[config.mk]
export PLATFORM = sky130hd
export DESIGN_NAME = control_unit
export DESIGN_NICKNAME = d
export VERILOG_FILES = /design/src/rtl/control_unit.sv
export SDC_FILE = /design/constraint.sdc
export NUM_CORES = 1
export LEC_CHECK = 0
export CORE_ASPECT_RATIO = 0.5
export CORE_MARGIN = 2
export CORE_UTILIZATION = 50
export CTS_BUF_LIST = sky130_fd_sc_hd__clkbuf_4 sky130_fd_sc_hd__clkbuf_8 sky130_fd_sc_hd__clkbuf_16
export CTS_CLUSTER_SIZE = 28
export DETAILED_ROUTE_END_ITERATION = 16
export GPL_TIMING_DRIVEN = 0
export PLACE_DENSITY = 0.86
export SYNTH_ARGS = -nofsm -noshare
export SYNTH_HDL_FRONTEND = slang
export SYNTH_SLANG_ARGS = --single-unit
[constraint.sdc]
create_clock -name clk -period 2.4 [get_ports clk]
set_input_delay 0.36 -clock clk [delete_from_list [all_inputs] [get_ports clk]]
set_output_delay 0.36 -clock clk [all_outputs]
set_load 0.03 [all_outputs]
[src/rtl/control_unit.sv]
// rtl/control_unit.sv - multi-cycle sequencer driving iu, register file, ALU and data-memory handshake
// Every output is registered: it shows the decision taken in the previous cycle's state.
module control_unit #(
    parameter int PC_W        = 5,
    parameter int IR_W        = 13,
    parameter int MEM_TIMEOUT = 15
) (
    input  logic            clk,
    input  logic            reset,
    input  logic [IR_W-1:0] ir_in,
    input  logic            zero_flag,
    input  logic            mem_ack,
    output logic            ir_load,
    output logic            pc_inc,
    output logic            pc_load,
    output logic [PC_W-1:0] pc_target,
    output logic            rf_we,
    output logic [1:0]      rf_waddr,
    output logic [1:0]      rf_raddr_a,
    output logic [1:0]      rf_raddr_b,
    output logic [1:0]      alu_op,
    output logic [7:0]      imm,
    output logic            mem_req,
    output logic            mem_we,
    output logic            halted,
    output logic            fault,
    output logic [15:0]     retired
);

    localparam int CNT_W = $clog2(MEM_TIMEOUT + 1);

    localparam logic [2:0] OP_NOP  = 3'b000;
    localparam logic [2:0] OP_ADD  = 3'b001;
    localparam logic [2:0] OP_SUB  = 3'b010;
    localparam logic [2:0] OP_LDI  = 3'b011;
    localparam logic [2:0] OP_LD   = 3'b100;
    localparam logic [2:0] OP_ST   = 3'b101;
    localparam logic [2:0] OP_BR   = 3'b110;
    localparam logic [2:0] OP_HALT = 3'b111;

    typedef enum logic [2:0] {
        S_FETCH, S_DECODE, S_EXEC, S_MEM, S_WB, S_HALT, S_FAULT
    } state_t;

    state_t            state_q, state_d;
    logic [2:0]        op_q, op_d;
    logic [1:0]        rd_q, rd_d;
    logic              cond_q, cond_d;
    logic [7:0]        immf_q, immf_d;
    logic [PC_W-1:0]   tgt_q, tgt_d;
    logic [CNT_W-1:0]  wait_q, wait_d;

    logic              ir_load_q, ir_load_d;
    logic              pc_inc_q, pc_inc_d;
    logic              pc_load_q, pc_load_d;
    logic [PC_W-1:0]   pc_target_q, pc_target_d;
    logic              rf_we_q, rf_we_d;
    logic [1:0]        rf_waddr_q, rf_waddr_d;
    logic [1:0]        rf_raddr_a_q, rf_raddr_a_d;
    logic [1:0]        rf_raddr_b_q, rf_raddr_b_d;
    logic [1:0]        alu_op_q, alu_op_d;
    logic [7:0]        imm_q, imm_d;
    logic              mem_req_q, mem_req_d;
    logic              mem_we_q, mem_we_d;
    logic              halted_q, halted_d;
    logic              fault_q, fault_d;
    logic [15:0]       retired_q, retired_d;

    always_comb begin
        state_d      = state_q;
        op_d         = op_q;
        rd_d         = rd_q;
        cond_d       = cond_q;
        immf_d       = immf_q;
        tgt_d        = tgt_q;
        wait_d       = wait_q;
        pc_target_d  = pc_target_q;
        rf_waddr_d   = rf_waddr_q;
        rf_raddr_a_d = rf_raddr_a_q;
        rf_raddr_b_d = rf_raddr_b_q;
        alu_op_d     = alu_op_q;
        imm_d        = imm_q;
        mem_req_d    = mem_req_q;
        mem_we_d     = mem_we_q;
        halted_d     = halted_q;
        fault_d      = fault_q;
        retired_d    = retired_q;
        ir_load_d    = 1'b0;
        pc_inc_d     = 1'b0;
        pc_load_d    = 1'b0;
        rf_we_d      = 1'b0;

        case (state_q)
            S_FETCH: begin
                ir_load_d = 1'b1;
                state_d   = S_DECODE;
            end
            S_DECODE: begin
                op_d         = ir_in[12:10];
                rd_d         = ir_in[9:8];
                cond_d       = ir_in[9];
                immf_d       = ir_in[7:0];
                tgt_d        = ir_in[PC_W-1:0];
                rf_raddr_a_d = ir_in[7:6];
                rf_raddr_b_d = ir_in[5:4];
                state_d      = S_EXEC;
            end
            S_EXEC: begin
                state_d = S_WB;
                case (op_q)
                    OP_ADD, OP_SUB: begin
                        alu_op_d   = (op_q == OP_ADD) ? 2'b01 : 2'b10;
                        rf_we_d    = 1'b1;
                        rf_waddr_d = rd_q;
                        pc_inc_d   = 1'b1;
                    end
                    OP_LDI: begin
                        alu_op_d   = 2'b00;
                        imm_d      = immf_q;
                        rf_we_d    = 1'b1;
                        rf_waddr_d = rd_q;
                        pc_inc_d   = 1'b1;
                    end
                    OP_LD, OP_ST: begin
                        mem_req_d = 1'b1;
                        mem_we_d  = (op_q == OP_ST);
                        wait_d    = '0;
                        state_d   = S_MEM;
                    end
                    OP_BR: begin
                        if (!cond_q || zero_flag) begin
                            pc_load_d   = 1'b1;
                            pc_target_d = tgt_q;
                        end else begin
                            pc_inc_d = 1'b1;
                        end
                    end
                    OP_HALT: begin
                        halted_d = 1'b1;
                        state_d  = S_HALT;
                    end
                    default: pc_inc_d = 1'b1;
                endcase
            end
            S_MEM: begin
                // ack wins over timeout, so an ack in the final allowed cycle still completes
                if (mem_ack) begin
                    mem_req_d = 1'b0;
                    mem_we_d  = 1'b0;
                    state_d   = S_WB;
                end else if (wait_q == CNT_W'(MEM_TIMEOUT - 1)) begin
                    mem_req_d = 1'b0;
                    mem_we_d  = 1'b0;
                    fault_d   = 1'b1;
                    state_d   = S_FAULT;
                end else begin
                    wait_d = wait_q + 1'b1;
                end
            end
            S_WB: begin
                retired_d = retired_q + 16'd1;
                if (op_q == OP_LD) begin
                    rf_we_d    = 1'b1;
                    rf_waddr_d = rd_q;
                    alu_op_d   = 2'b11;
                end
                if (op_q == OP_LD || op_q == OP_ST) begin
                    pc_inc_d = 1'b1;
                end
                state_d = S_FETCH;
            end
            default: state_d = state_q;
        endcase
    end

    always_ff @(posedge clk or negedge reset) begin
        if (!reset) begin
            state_q      <= S_FETCH;
            op_q         <= OP_NOP;
            rd_q         <= '0;
            cond_q       <= 1'b0;
            immf_q       <= '0;
            tgt_q        <= '0;
            wait_q       <= '0;
            ir_load_q    <= 1'b0;
            pc_inc_q     <= 1'b0;
            pc_load_q    <= 1'b0;
            pc_target_q  <= '0;
            rf_we_q      <= 1'b0;
            rf_waddr_q   <= '0;
            rf_raddr_a_q <= '0;
            rf_raddr_b_q <= '0;
            alu_op_q     <= '0;
            imm_q        <= '0;
            mem_req_q    <= 1'b0;
            mem_we_q     <= 1'b0;
            halted_q     <= 1'b0;
            fault_q      <= 1'b0;
            retired_q    <= '0;
        end else begin
            state_q      <= state_d;
            op_q         <= op_d;
            rd_q         <= rd_d;
            cond_q       <= cond_d;
            immf_q       <= immf_d;
            tgt_q        <= tgt_d;
            wait_q       <= wait_d;
            ir_load_q    <= ir_load_d;
            pc_inc_q     <= pc_inc_d;
            pc_load_q    <= pc_load_d;
            pc_target_q  <= pc_target_d;
            rf_we_q      <= rf_we_d;
            rf_waddr_q   <= rf_waddr_d;
            rf_raddr_a_q <= rf_raddr_a_d;
            rf_raddr_b_q <= rf_raddr_b_d;
            alu_op_q     <= alu_op_d;
            imm_q        <= imm_d;
            mem_req_q    <= mem_req_d;
            mem_we_q     <= mem_we_d;
            halted_q     <= halted_d;
            fault_q      <= fault_d;
            retired_q    <= retired_d;
        end
    end

    assign ir_load    = ir_load_q;
    assign pc_inc     = pc_inc_q;
    assign pc_load    = pc_load_q;
    assign pc_target  = pc_target_q;
    assign rf_we      = rf_we_q;
    assign rf_waddr   = rf_waddr_q;
    assign rf_raddr_a = rf_raddr_a_q;
    assign rf_raddr_b = rf_raddr_b_q;
    assign alu_op     = alu_op_q;
    assign imm        = imm_q;
    assign mem_req    = mem_req_q;
    assign mem_we     = mem_we_q;
    assign halted     = halted_q;
    assign fault      = fault_q;
    assign retired    = retired_q;

endmodule

After elaboration in Yosys (flattened, before gate mapping):

Index checks and enable logic that the tools add are counted.
Widths: inputs -> output; s select.

* register bits: 71
* input port bits: 17
* output and inout port bits: 45
* logic and storage cells: 96

* $add $sub $neg: 2
* eq/ne operators: 19
* multiplexer cells: 32
* bitwise logic cells: 1
* reductions and logical operators: 20

Operator list (number)
* $add 16x1->16 const B: 1
* $eq 3x3->1 const B: 5
* $pmux 3 s5: 1
* $reduce_and 3->1: 5
* $eq 3x2->1 const B: 4
* $mux 1: 12
* $mux 4: 3
* $pmux 2 s2: 3
* $pmux 1 s2: 5
* $mux 2: 4
* $ne 2x2->1 const B: 4
* $pmux 4 s2: 1
* $eq 3x1->1 const B: 2
* $mux 3: 2
* $pmux 3 s2: 1
* $reduce_and 2->1: 3
* $reduce_or 3->1: 2
* $reduce_bool 5->1: 1
* $add 4x1->4 const B: 1
* $eq 4x4->1 const B: 1
* $reduce_and 4->1: 1
* $reduce_bool 2->1: 2
* $reduce_or 2->1: 2
* $logic_not 3->1: 1
* other kinds (6): 7

Depth between registers and ports, before layout:

* depth in word-level cells: 5
* depth in mapped cells: 6
* depth with buffers taken out: 6

Least setup slack after synthesis:

Ideal clock, no wire load.

* path kind: register -> register
* start point: register state_q[1]
* end point: register rf_waddr_q[0] (netlist: rf_waddr[0])
* setup time: 128 ps
* arrival: 1531 ps
* required time: 2272 ps
* setup slack: 742 ps
* cell stages (with the launch flop): 6
* path buffers: 1
* cells stage by stage: dfrtp_1 -> buf_6 -> nand2b_4 -> or4_4 -> a21oi_4 -> mux2_1

* longest elaborated chain between the ends: 3
* elaborated cells on any way between the ends: 7
* those cells by class: eq/ne: 4; mux: 1; reduce/logical: 2

RTL lines
* from (decl): line 45 `state_t state_q, state_d;`
* from (signal assigned): line 201 `state_q <= state_d;`
* $eq 3x3->1 or $eq 3x2->1 (tied branches): line 93 `case (state_q)`
* $ne 2x2->1 (no source line) or $reduce_bool 2->1 (tied branches)
* $reduce_and 3->1 (no source line)
* to (signal assigned): line 213 `rf_waddr_q <= rf_waddr_d;`
* to (decl): line 58 `logic [1:0] rf_waddr_q, rf_waddr_d;`

Parallel ways exist; a longest one is shown, timed or not.
A chain may end at the register's enable or synchronous reset.

==> impl_metrics.json <==
{
  "async_reset_ff_share_pct": 100,
  "worst_setup_path_start_kind": "register",
  "grt_pass1_wl_mm": 9.37,
  "ys_warn_count": 0,
  "n_fill_cell": 348,
  "via_per_inst": 5.33,
  "dieArea_sq_um": 6050,
  "syn_area_per_cell_sq_um": 12.2,
  "cp.arrival_ns": 1.49,
  "cts_root_buf": "clkbuf_8",
  "num_vias": 1977,
  "synth_area_sq_um": 2710,
  "cp_max_fo": 4,
  "routedWlPerCell_microns": 14.7,
  "tritoncts": "built",
  "start_util_pct": 53.4,
  "core_area_sq_um": 5070,
  "max_slew_margin_pct": 68.2,
  "fin_worst_skew_ns": 0.00965,
  "cts_max_path_buffers": 2,
  "cts_htree_levels": 3,
  "synth.top_cell.area_share_pct": 56.4,
  "cts.sinks": 61,
  "drv_slew": 0,
  "netlist_top_cells_area": "dfrtp_1 56%, mux2_2 11%, xnor2_1 3.6%",
  "hpwlAfterDp_mm": 3.80,
  "dp.cells": 354,
  "p_leak_nw": 1.66,
  "grt-ovfl-total": 0,
  "fmax_mhz": 540,
  "fin_cells": 371,
  "yosysSeqAreaShare_pct": 56.4,
  "routed_wirelength_mm": 5.47,
  "grt_max_degree": 42,
  "clk_pin_slew_ns": 0.07,
  "area_growth_pct": 34.9,
  "nets": 316,
  "antenna_found_initial": 0,
  "ir_drop_mv": 0.354,
  "critPathKind": "register to primary output",
  "status": "completed",
  "ys_ff_latch": 61,
  "num_io_pins": 62,
  "place_congestion": 0.867,
  "synthTopCellsByCount": "61 x dfrtp_1, 26 x mux2_2, 19 x o21ai_0, 11 x xnor2_1, 9 x nand2_1",
  "numCtsBuffers": 9,
  "cts_resized": 0,
  "first_pass_iters": 4,
  "yosysTopAreaCell": "dfrtp_1",
  "fin_crit_ns": 1.85,
  "fp-row-count": 18,
  "hold_violations": 0,
  "port_buffers": 61,
  "drive_gt1_share_pct": 20.9,
  "rsz0062_at_grt": "no",
  "timing.hold.ws_ns": 0.474,
  "syn_nets": 242,
  "chipHeight_microns": 56.0,
  "synth_edf_count": 0,
  "synth-main-ff-cell": "dfrtp_1",
  "antenna_left": 0,
  "max_cap_violations": 0,
  "end_kind": "primary output",
  "yosysMostFrequentCell": "dfrtp_1",
  "worst_pin_slew_ns": 0.477,
  "power.density_nw_per_um2": 564,
  "yosys.cell_types.count": 40,
  "first_iter_violations": 160,
  "clock_latency_ns": 0.34,
  "die_w_microns": 108,
  "grt_pass1_vias": 1923,
  "min_path_type": "register to register",
  "drc": 0,
  "setup_viol": 0,
  "totalPowerFinal_mw": 2.06,
  "grt_usage_pct": 20.3,
  "n_antenna_cell": 0,
  "crit_required_ns": 2.04,
  "period_share_pct": 77.1,
  "synthCells": 222
}
[power by group]
| part | switching (mW) | leakage, nW | internal, mW |
|---|---|---|---|
| Sequential | 0 | 0.821 | 1.03 |
| Clock | 0.408 | 0.109 | 0.568 |
| Combinational | 0.0279 | 0.729 | 0.0280 |
| Total | 0.436 | 1.66 | 1.62 |
[placed cells by master, fill, tap and decap left out, types with 2 or more instances in the layout]
cell             Yosys  final
a21oi_1              6      6
a22o_1               2      2
a31oi_1              4      4
and3_1               5      5
buf_2                5      6
buf_4                6      6
clkbuf_1             3      3
clkbuf_8             0     12
clkdlybuf4s50_1      0     60
clkinv_4             0      2
dfrtp_1             61     61
ha_1                 3      3
inv_1                5      5
mux2_1               2      2
mux2_2              26     26
nand2_1              9      9
nand2b_1             3      3
nand3_1              8      8
nand4_1              5      5
nor2_1               5      5
nor2b_1              6      6
nor3_1               3      3
nor3_2               2      2
o211ai_1             3      3
o21ai_0             19     19
xnor2_1             11     11
xor2_1               4      4
[critical path: stages (launching register included)]
cell             delay (ns)
dfrtp_1                0.38
buf_4                  0.12
clkdlybuf4s50_1        0.65
[repair_timing]
| item | CTS | global route |
|---|---|---|
| endpoints found under the setup margin | 0 | 0 |
| hold endpoints to repair | 20 | 0 |
| buffers inserted | 0 | 0 |
| hold buffers | 1 | 0 |
[cell families after synthesis]
kind of cell	after synthesis	synth area share (%)
DFF	61	56.4
xor gates and xnor gates	15	4.86
AOI/OAI and AO/OA	40	9.25
muxes	28	11.7
buffers and inverters	20	4.12
and+or+nand+nor	55	12.3
adders and majority gates	3	1.39
[metrics by stage]
step	cell area [sq um]	worst slack [ns]	utilization (%)	TNS [ns]
after floorplan	2710	0.742	-	0
after global placement	3400	-0.864	67.2	-52.47
after detailed placement	3420	0.483	67.5	0
after CTS	3650	0.533	72.0	0
after global routing	3650	0.439	72.0	0
final	3650	0.549	72.0	0
[final timing paths]
kind	from	endpoint	slack, ns	cells past startpoint
hold / removal	halted$_DFFE_PN0P_	halted$_DFFE_PN0P_	0.47	1
setup reg to reg	state_q[0]$_DFFE_PN0P_	rd_q[1]$_DFFE_PN0P_	0.56	5
setup / recovery	immf_q[4]$_DFFE_PN0P_	rf_raddr_b[0]	0.55	2
hold reg to reg	halted$_DFFE_PN0P_	halted$_DFFE_PN0P_	0.47	1
min in group asynchronous	reset	immf_q[1]$_DFFE_PN0P_	0.52	2
max in group asynchronous	reset	retired[15]$_DFFE_PN0N_	1.30	3
[flip-flops by register name, indices dropped and copies added (netlist names)]
name	cells
alu_op	2
fault	1
halted	1
imm	8
immf_q	8
ir_load	1
mem_req	1
mem_we	1
op_q	3
pc_inc	1
pc_load	1
pc_target	5
rd_q	2
retired	16
rf_waddr	2
rf_we	1
state_q	3
wait_q	4
[routing by layer]
| layer | wire length (microns) | GRT usage [%] | vias to the layer above | part of all wire [%] |
|---|---|---|---|---|
| met5 | 0 | 0 | - | 0 |
| met1 | 2410 | 26.1 | 982 | 44 |
| li1 | - | - | 934 | - |
| met3 | 329 | 7.03 | 5 | 6.0 |
| met4 | 49 | 8.06 | 0 | 0.90 |
| met2 | 2680 | 31.6 | 56 | 49 |
[layout make-up]
type                            instances  area (sq um)  area share (%)
Clock inverter                          4          55.1            1.51
Timing Repair Buffer                   63           636            17.4
Clock buffer                           12           165            4.53
Sequential cell                        61          1530            41.8
Inverter                                5          18.8           0.514
Multi-Input combinational cell        141          1070            29.3
Buffer                                 15          92.6            2.54
Tap cell                               70          87.6            2.40
Note: power is estimated with default switching activity, not from simulation.
